**src/rtl/clk_gate_ctrl.sv**
```systemverilog
// Per-channel clock gating controller: an OFF/WAKE/ON/IDLE FSM per channel drives a
// registered gate enable, and a low-transparent latch plus AND produces each gated clock.
module clk_gate_ctrl #(
  parameter int NUM_CH   = 4,
  parameter int IDLE_W   = 8,
  parameter int WAKE_CYC = 2
) (
  input  logic                            CLK,
  input  logic                            RST,
  input  logic [NUM_CH-1:0]               CH_REQ,
  input  logic [NUM_CH-1:0]               CH_FORCE,
  input  logic                            AUTO_EN,
  input  logic [IDLE_W-1:0]               IDLE_LIMIT,
  output logic [NUM_CH-1:0]               GATED_CLK,
  output logic [NUM_CH-1:0]               CH_READY,
  output logic [$clog2(NUM_CH+1)-1:0]     ACTIVE_CNT
);

  localparam int CNT_W  = $clog2(NUM_CH + 1);
  localparam int WCNT_W = 4;

  localparam logic [1:0] S_OFF  = 2'd0;
  localparam logic [1:0] S_WAKE = 2'd1;
  localparam logic [1:0] S_ON   = 2'd2;
  localparam logic [1:0] S_IDLE = 2'd3;

  logic [NUM_CH-1:0] en_d_vec;
  logic [CNT_W-1:0]  active_cnt_q;
  logic [CNT_W-1:0]  active_cnt_d;

  for (genvar gi = 0; gi < NUM_CH; gi++) begin : g_ch
    logic [1:0]        state_q, state_d;
    logic [WCNT_W-1:0] wcnt_q, wcnt_d;
    logic [IDLE_W-1:0] icnt_q, icnt_d;
    logic [IDLE_W-1:0] lim_q, lim_d;
    logic              en_q, en_d;
    logic              ready_q, ready_d;
    logic              en_lat;
    logic              wake_req;
    logic              stay_on;

    assign wake_req = CH_REQ[gi] | CH_FORCE[gi];
    // Anything that keeps the channel busy, including auto-gating being switched off.
    assign stay_on  = wake_req | ~AUTO_EN;

    always_comb begin
      state_d = state_q;
      wcnt_d  = wcnt_q;
      icnt_d  = icnt_q;
      lim_d   = lim_q;
      case (state_q)
        S_OFF: begin
          if (wake_req) begin
            state_d = S_WAKE;
            wcnt_d  = '0;
          end
        end
        S_WAKE: begin
          if (wcnt_q == WCNT_W'(WAKE_CYC - 1)) begin
            state_d = S_ON;
          end else begin
            wcnt_d = wcnt_q + WCNT_W'(1);
          end
        end
        S_ON: begin
          if (!stay_on) begin
            if (IDLE_LIMIT == '0) begin
              state_d = S_OFF;
            end else begin
              state_d = S_IDLE;
              icnt_d  = '0;
              lim_d   = IDLE_LIMIT;
            end
          end
        end
        S_IDLE: begin
          // Request or AUTO_EN drop wins over a timeout landing on the same cycle.
          if (stay_on) begin
            state_d = S_ON;
          end else if (icnt_q == lim_q - IDLE_W'(1)) begin
            state_d = S_OFF;
          end else begin
            icnt_d = icnt_q + IDLE_W'(1);
          end
        end
        default: begin
          state_d = S_OFF;
        end
      endcase
      en_d    = (state_d != S_OFF);
      ready_d = (state_d == S_ON) || (state_d == S_IDLE);
    end

    always_ff @(posedge CLK) begin
      if (RST) begin
        state_q <= S_OFF;
        wcnt_q  <= '0;
        icnt_q  <= '0;
        lim_q   <= '0;
        en_q    <= 1'b0;
        ready_q <= 1'b0;
      end else begin
        state_q <= state_d;
        wcnt_q  <= wcnt_d;
        icnt_q  <= icnt_d;
        lim_q   <= lim_d;
        en_q    <= en_d;
        ready_q <= ready_d;
      end
    end

    // Latch only moves while CLK is low, so the AND below cannot chop a high phase;
    // masking with RST suppresses the pulse on the edge that samples reset.
    always_latch begin
      if (!CLK) begin
        en_lat = en_q & ~RST;
      end
    end

    assign GATED_CLK[gi] = CLK & en_lat;
    assign CH_READY[gi]  = ready_q;
    assign en_d_vec[gi]  = en_d;
  end

  always_comb begin
    active_cnt_d = '0;
    for (int i = 0; i < NUM_CH; i++) begin
      active_cnt_d = active_cnt_d + CNT_W'(en_d_vec[i]);
    end
  end

  always_ff @(posedge CLK) begin
    if (RST) begin
      active_cnt_q <= '0;
    end else begin
      active_cnt_q <= active_cnt_d;
    end
  end

  assign ACTIVE_CNT = active_cnt_q;

endmodule

```
**config.mk**
```make
export PLATFORM = sky130hd
export DESIGN_NAME = clk_gate_ctrl
export DESIGN_NICKNAME = d
export VERILOG_FILES = /design/src/rtl/clk_gate_ctrl.sv
export SDC_FILE = /design/constraint.sdc
export NUM_CORES = 1
export LEC_CHECK = 0
export BUFFER_PORTS_ARGS = -buffer_cell sky130_fd_sc_hd__buf_4
export CORE_MARGIN = 1.5
export CORE_UTILIZATION = 31
export DETAILED_ROUTE_END_ITERATION = 12
export HOLD_SLACK_MARGIN = 0.1
export MAX_ROUTING_LAYER = met4
export PLACE_DENSITY = 0.47
export SLEW_MARGIN = 20
export SYNTH_ARGS = -nofsm -noshare
export SYNTH_HDL_FRONTEND = slang
export SYNTH_SLANG_ARGS = --single-unit
```
**constraint.sdc**
```tcl
create_clock -name CLK -period 4.3 [get_ports CLK]
set_clock_uncertainty 0.1 [all_clocks]
set_input_delay 0.43 -clock CLK [delete_from_list [all_inputs] [get_ports CLK]]
set_output_delay 0.43 -clock CLK [all_outputs]
set_load 0.03 [all_outputs]
```
* After elaboration in Yosys (flattened, before gate mapping)
Index checks and enable logic that the tools add are counted.
** Storage, ports and cells
- Latch bits :: 4
- Register bits :: 99
- RAM bits :: 0
- Output and inout bits :: 11
- Word-level logic and storage cells :: 210
- Input port bits :: 19
- Bits in read-only memories :: 0
- Memories kept :: 0
** Cells by class
- Multiplexer cells :: 58
- Multiply operators :: 0
- $add $sub $neg :: 15
- Reduce and logical (&&, ||, !) cells :: 33
- Divide/modulo/power cells :: 0
- Shifts and indexed selects :: 0
- Order comparisons :: 0
- Equal/unequal tests :: 52
- Bitwise gates (word level) :: 23
** Operators with widths (number)
- two-way mux 8 bit :: 13
- case mux 8 bit (2 select lines) :: 4
- != test 2 bit, second input constant :: 24
- two-way mux 2 bit :: 21
- adder 8 x 1 -> 8 bit, second input constant :: 4
- equality test 2 bit, second input constant :: 16
- equality test 8 bit :: 4
- two-way mux 4 bit :: 8
- case mux 2 bit (4 select lines) :: 4
- case mux 4 bit (2 select lines) :: 4
- subtractor 8 x 1 -> 8 bit, second input constant :: 4
- AND reduction 3 bit :: 8
- nonzero test 2 bit :: 12
- AND reduction 5 bit :: 4
- adder 4 x 1 -> 4 bit, second input constant :: 4
- equality test 4 x 1 -> 1 bit, second input constant :: 4
- AND 1 bit :: 8
- equality test 2 x 1 -> 1 bit, second input constant :: 4
- logical NOT 2 bit :: 4
- logical NOT 8 bit :: 1
- bitwise OR 1 bit :: 8
- NOT 1 bit :: 7
- logical OR 1 bit :: 4
- two-way mux 1 bit :: 4
- other kinds (3) :: 3

* Longest topological paths before layout
- Depth after elaboration :: 9
- Gate-level depth with buffers :: 15
- Gate-level depth less buffers :: 13

==> results.sh <==
export IMPL_setup_viol=0
export IMPL_grt_pass1_vias=4412
export IMPL_n_fill_cell=1797
export IMPL_critPathKind="latch -> out"
export IMPL_syn_inst=641
export IMPL_hold_path_class="in -> reg"
export IMPL_wl_um=13800
export IMPL_worstPathCellList="and2_1 > buf_4"
export IMPL_grt_pass1_wl_um=22400
export IMPL_swShare=0.270
export IMPL_seqPwrFrac=0.433
export IMPL_syn_nets=679
export IMPL_die_h_um=137
export IMPL_row_count=48
export IMPL_p_clk_frac=0.456
export IMPL_maxCapViolCount=0
export IMPL_clk_pin_slew_ps=70
export IMPL_timing_critical_path_from="g_ch[3].en_lat"
export IMPL_power_density_mw_per_mm2=373
export IMPL_p_sw_uw=642
export IMPL_fp_dieW_um=137
export IMPL_worstHoldStart="IDLE_LIMIT[0]"
export IMPL_dieArea_mm2=0.0187
export IMPL_async_flop_share=0
export IMPL_synthFlopType="dfxtp_1"
export IMPL_postRouteAntennaNets=0
export IMPL_finalHoldViolCount=0
export IMPL_tns_ps=0
export IMPL_hpwl_um=9710
export IMPL_path_delay_family="latches"
export IMPL_end_kind="output pin"
export IMPL_maxSlewViolCount=0
export IMPL_synthTopCellsByCount="dfxtp_1 (99), nor2_1 (94), mux2i_1 (42)"
export IMPL_final_util=0.366
export IMPL_overflow=0
export IMPL_p_leak_uw=0.00235
export IMPL_slew_headroom=0.352
export IMPL_dpl_instance_area_mm2=0.00596
export IMPL_clock_latency_ps=470
export IMPL_comb_power_share=0.111
export IMPL_stdcell_area_mm2=0.00637
export IMPL_synth_warnings=0
export IMPL_slowest_delay_ps=420
export IMPL_synth_top_cell_area_share=0.357
export IMPL_path_buf_inv=1
export IMPL_seq_area_mm2=0.00204
export IMPL_synth_edf_count=0
export IMPL_tightestPinTransition_ps=964
export IMPL_cts_setup_buffers=0
export IMPL_crit_path_max_fanout=1
export IMPL_multi_input_area_mm2=0.00329
export IMPL_synth_most_common_cell="dfxtp_1"
export IMPL_vias=4575
export IMPL_status="finished, final reports clean"
export IMPL_layout_drive_gt1_share=0.123
export IMPL_irDropWorstVdd_v=0.000291
export IMPL_required_ps=3770
export IMPL_syn_to_final_growth_pct=14.8
export IMPL_vias_per_cell=5.12
export IMPL_synth_area_leader_cell="dfxtp_1"
export IMPL_cts_tree="done"
export IMPL_postCtsHoldBufs=0
export IMPL_finalNetCount=699
export IMPL_syn_area_per_cell_um2=8.65
export IMPL_worstSetupStartpointType="latch"
export IMPL_worstReg2RegStart="g_ch[1].lim_q[2]"
export IMPL_dr_pass1_iters=5
export IMPL_core_area_mm2=0.0174
export IMPL_synth_area_leaders="dfxtp_1 (36%), mux2i_1 (7.6%), nor2_1 (6.4%)"
export IMPL_arrival_ps=3340
export IMPL_syn_cell_area_mm2=0.00555
export IMPL_port_buffers=29
export IMPL_cts_resized_gates=0
export IMPL_internal_power_uw=1740
export IMPL_grt_antenna_before_repair=1
export IMPL_rsz0062_at_grt="no"
export IMPL_route_detailed_drc=0
export IMPL_groute_usage_overall=0.161
export IMPL_ys_seq_elements=103
export IMPL_wire_per_inst_um=15.4
export IMPL_start_util=0.319
export IMPL_first_iter_violations=324
export IMPL_slowest_stage="dlxtn_1"
export IMPL_io_pins=30
export IMPL_finalWeightedCongestion=0.832
export IMPL_ys_types=76
export IMPL_grt_max_degree=62
-- layout make-up --
| class | instances | share of cell area |
|---|---|---|
| multi-input combinational | 484 | 0.517 |
| antenna | 1 | 0.000393 |
| inverter | 24 | 0.0141 |
| clock buffer | 21 | 0.0597 |
| sequential | 103 | 0.321 |
| clock inverter | 4 | 0.00707 |
| tap | 225 | 0.0442 |
| timing repair buffer | 31 | 0.0365 |
-- stage by stage --
stage	instances	power [uW]	setup WS, ps	hold WS, ps
floorplan	641	1240	911	357
global placement	871	1350	677	381
detailed placement	871	1350	650	387
CTS	892	2430	404	143
global route	893	2500	300	158
finish	893	2380	429	159
-- routing by layer --
metal	track usage	vias up	part of all wire
met5	-	-	0
met4	0.0591	0	0.014
met3	0.0489	14	0.061
met2	0.231	107	0.44
met1	0.212	2141	0.49
li1	-	2313	-
-- layout by cell type, fill, tap and decap left out, drive strengths merged, types with 3 or more instances in the layout --
master  synthesis  routed
a211oi          8       8
a21oi          30      30
a31o            3       3
a31oi           5       5
and2            8       8
and3            9       9
and3b           3       3
and4            3       3
buf             6      35
clkbuf         24      17
clkinv          0       3
dfxtp          99      99
dlxtn           4       4
ha             18      18
inv            24      24
mux2i          42      42
nand2          36      36
nand2b          8       8
nand3          14      14
nand4          15      15
nand4b          4       4
nor2           94      94
nor2b          10      10
nor3           37      37
nor3b           3       3
nor4            3       3
o211ai          3       3
o21ai          11      11
o21bai          3       3
o311ai          6       6
o31ai           4       4
o41ai           3       3
or3            11      11
or4             6       6
xnor2          30      30
xor2           21      21
-- registers in the layout (all words and copies together), names as in the netlist --
name and count:
g_ch.en_lat 4, g_ch.ready_q 4, g_ch.en_q 4, g_ch.icnt_q 32, ACTIVE_CNT 3, g_ch.wcnt_q 16, g_ch.state_q 8, g_ch.lim_q 32
-- power groups by stage --
stage | clock, uW | combinational, uW | sequential, uW
6_report | 1090 | 264 | 1030
5_1_grt | 1170 | 294 | 1030
4_1_cts | 1130 | 266 | 1030
3_5_place_dp | 39.1 | 263 | 1050
3_3_place_gp | 39.1 | 263 | 1050
2_1_floorplan | 26.8 | 163 | 1050
-- final timing paths --
path	endpoint	slack, ps	cells after the start
worst max register to register	ACTIVE_CNT[1]	590	11
worst min-delay path	g_ch[2].lim_q[0]	160	3
worst max-delay path	GATED_CLK[3]	430	2
worst min register to register	g_ch[3].icnt_q[7]	400	2
-- kinds of logic after synthesis --
| logic type | count (synthesis) | synth area share |
|---|---|---|
| AO/OA/AOI/OAI | 99 | 0.137 |
| XOR/XNOR | 51 | 0.0805 |
| multiplexers | 42 | 0.0758 |
| buffers and inverters | 54 | 0.0424 |
| adder cells (fa/ha/maj) | 19 | 0.0442 |
| AND/OR/NAND/NOR | 273 | 0.252 |
| flip-flops | 99 | 0.357 |
| latches | 4 | 0.0108 |
-- tightest hold or removal path, stage by stage --
cell	delay, ps
buf_4	120
mux2i_1	70
nor2_1	70
Power figures use the tool's default switching activity.
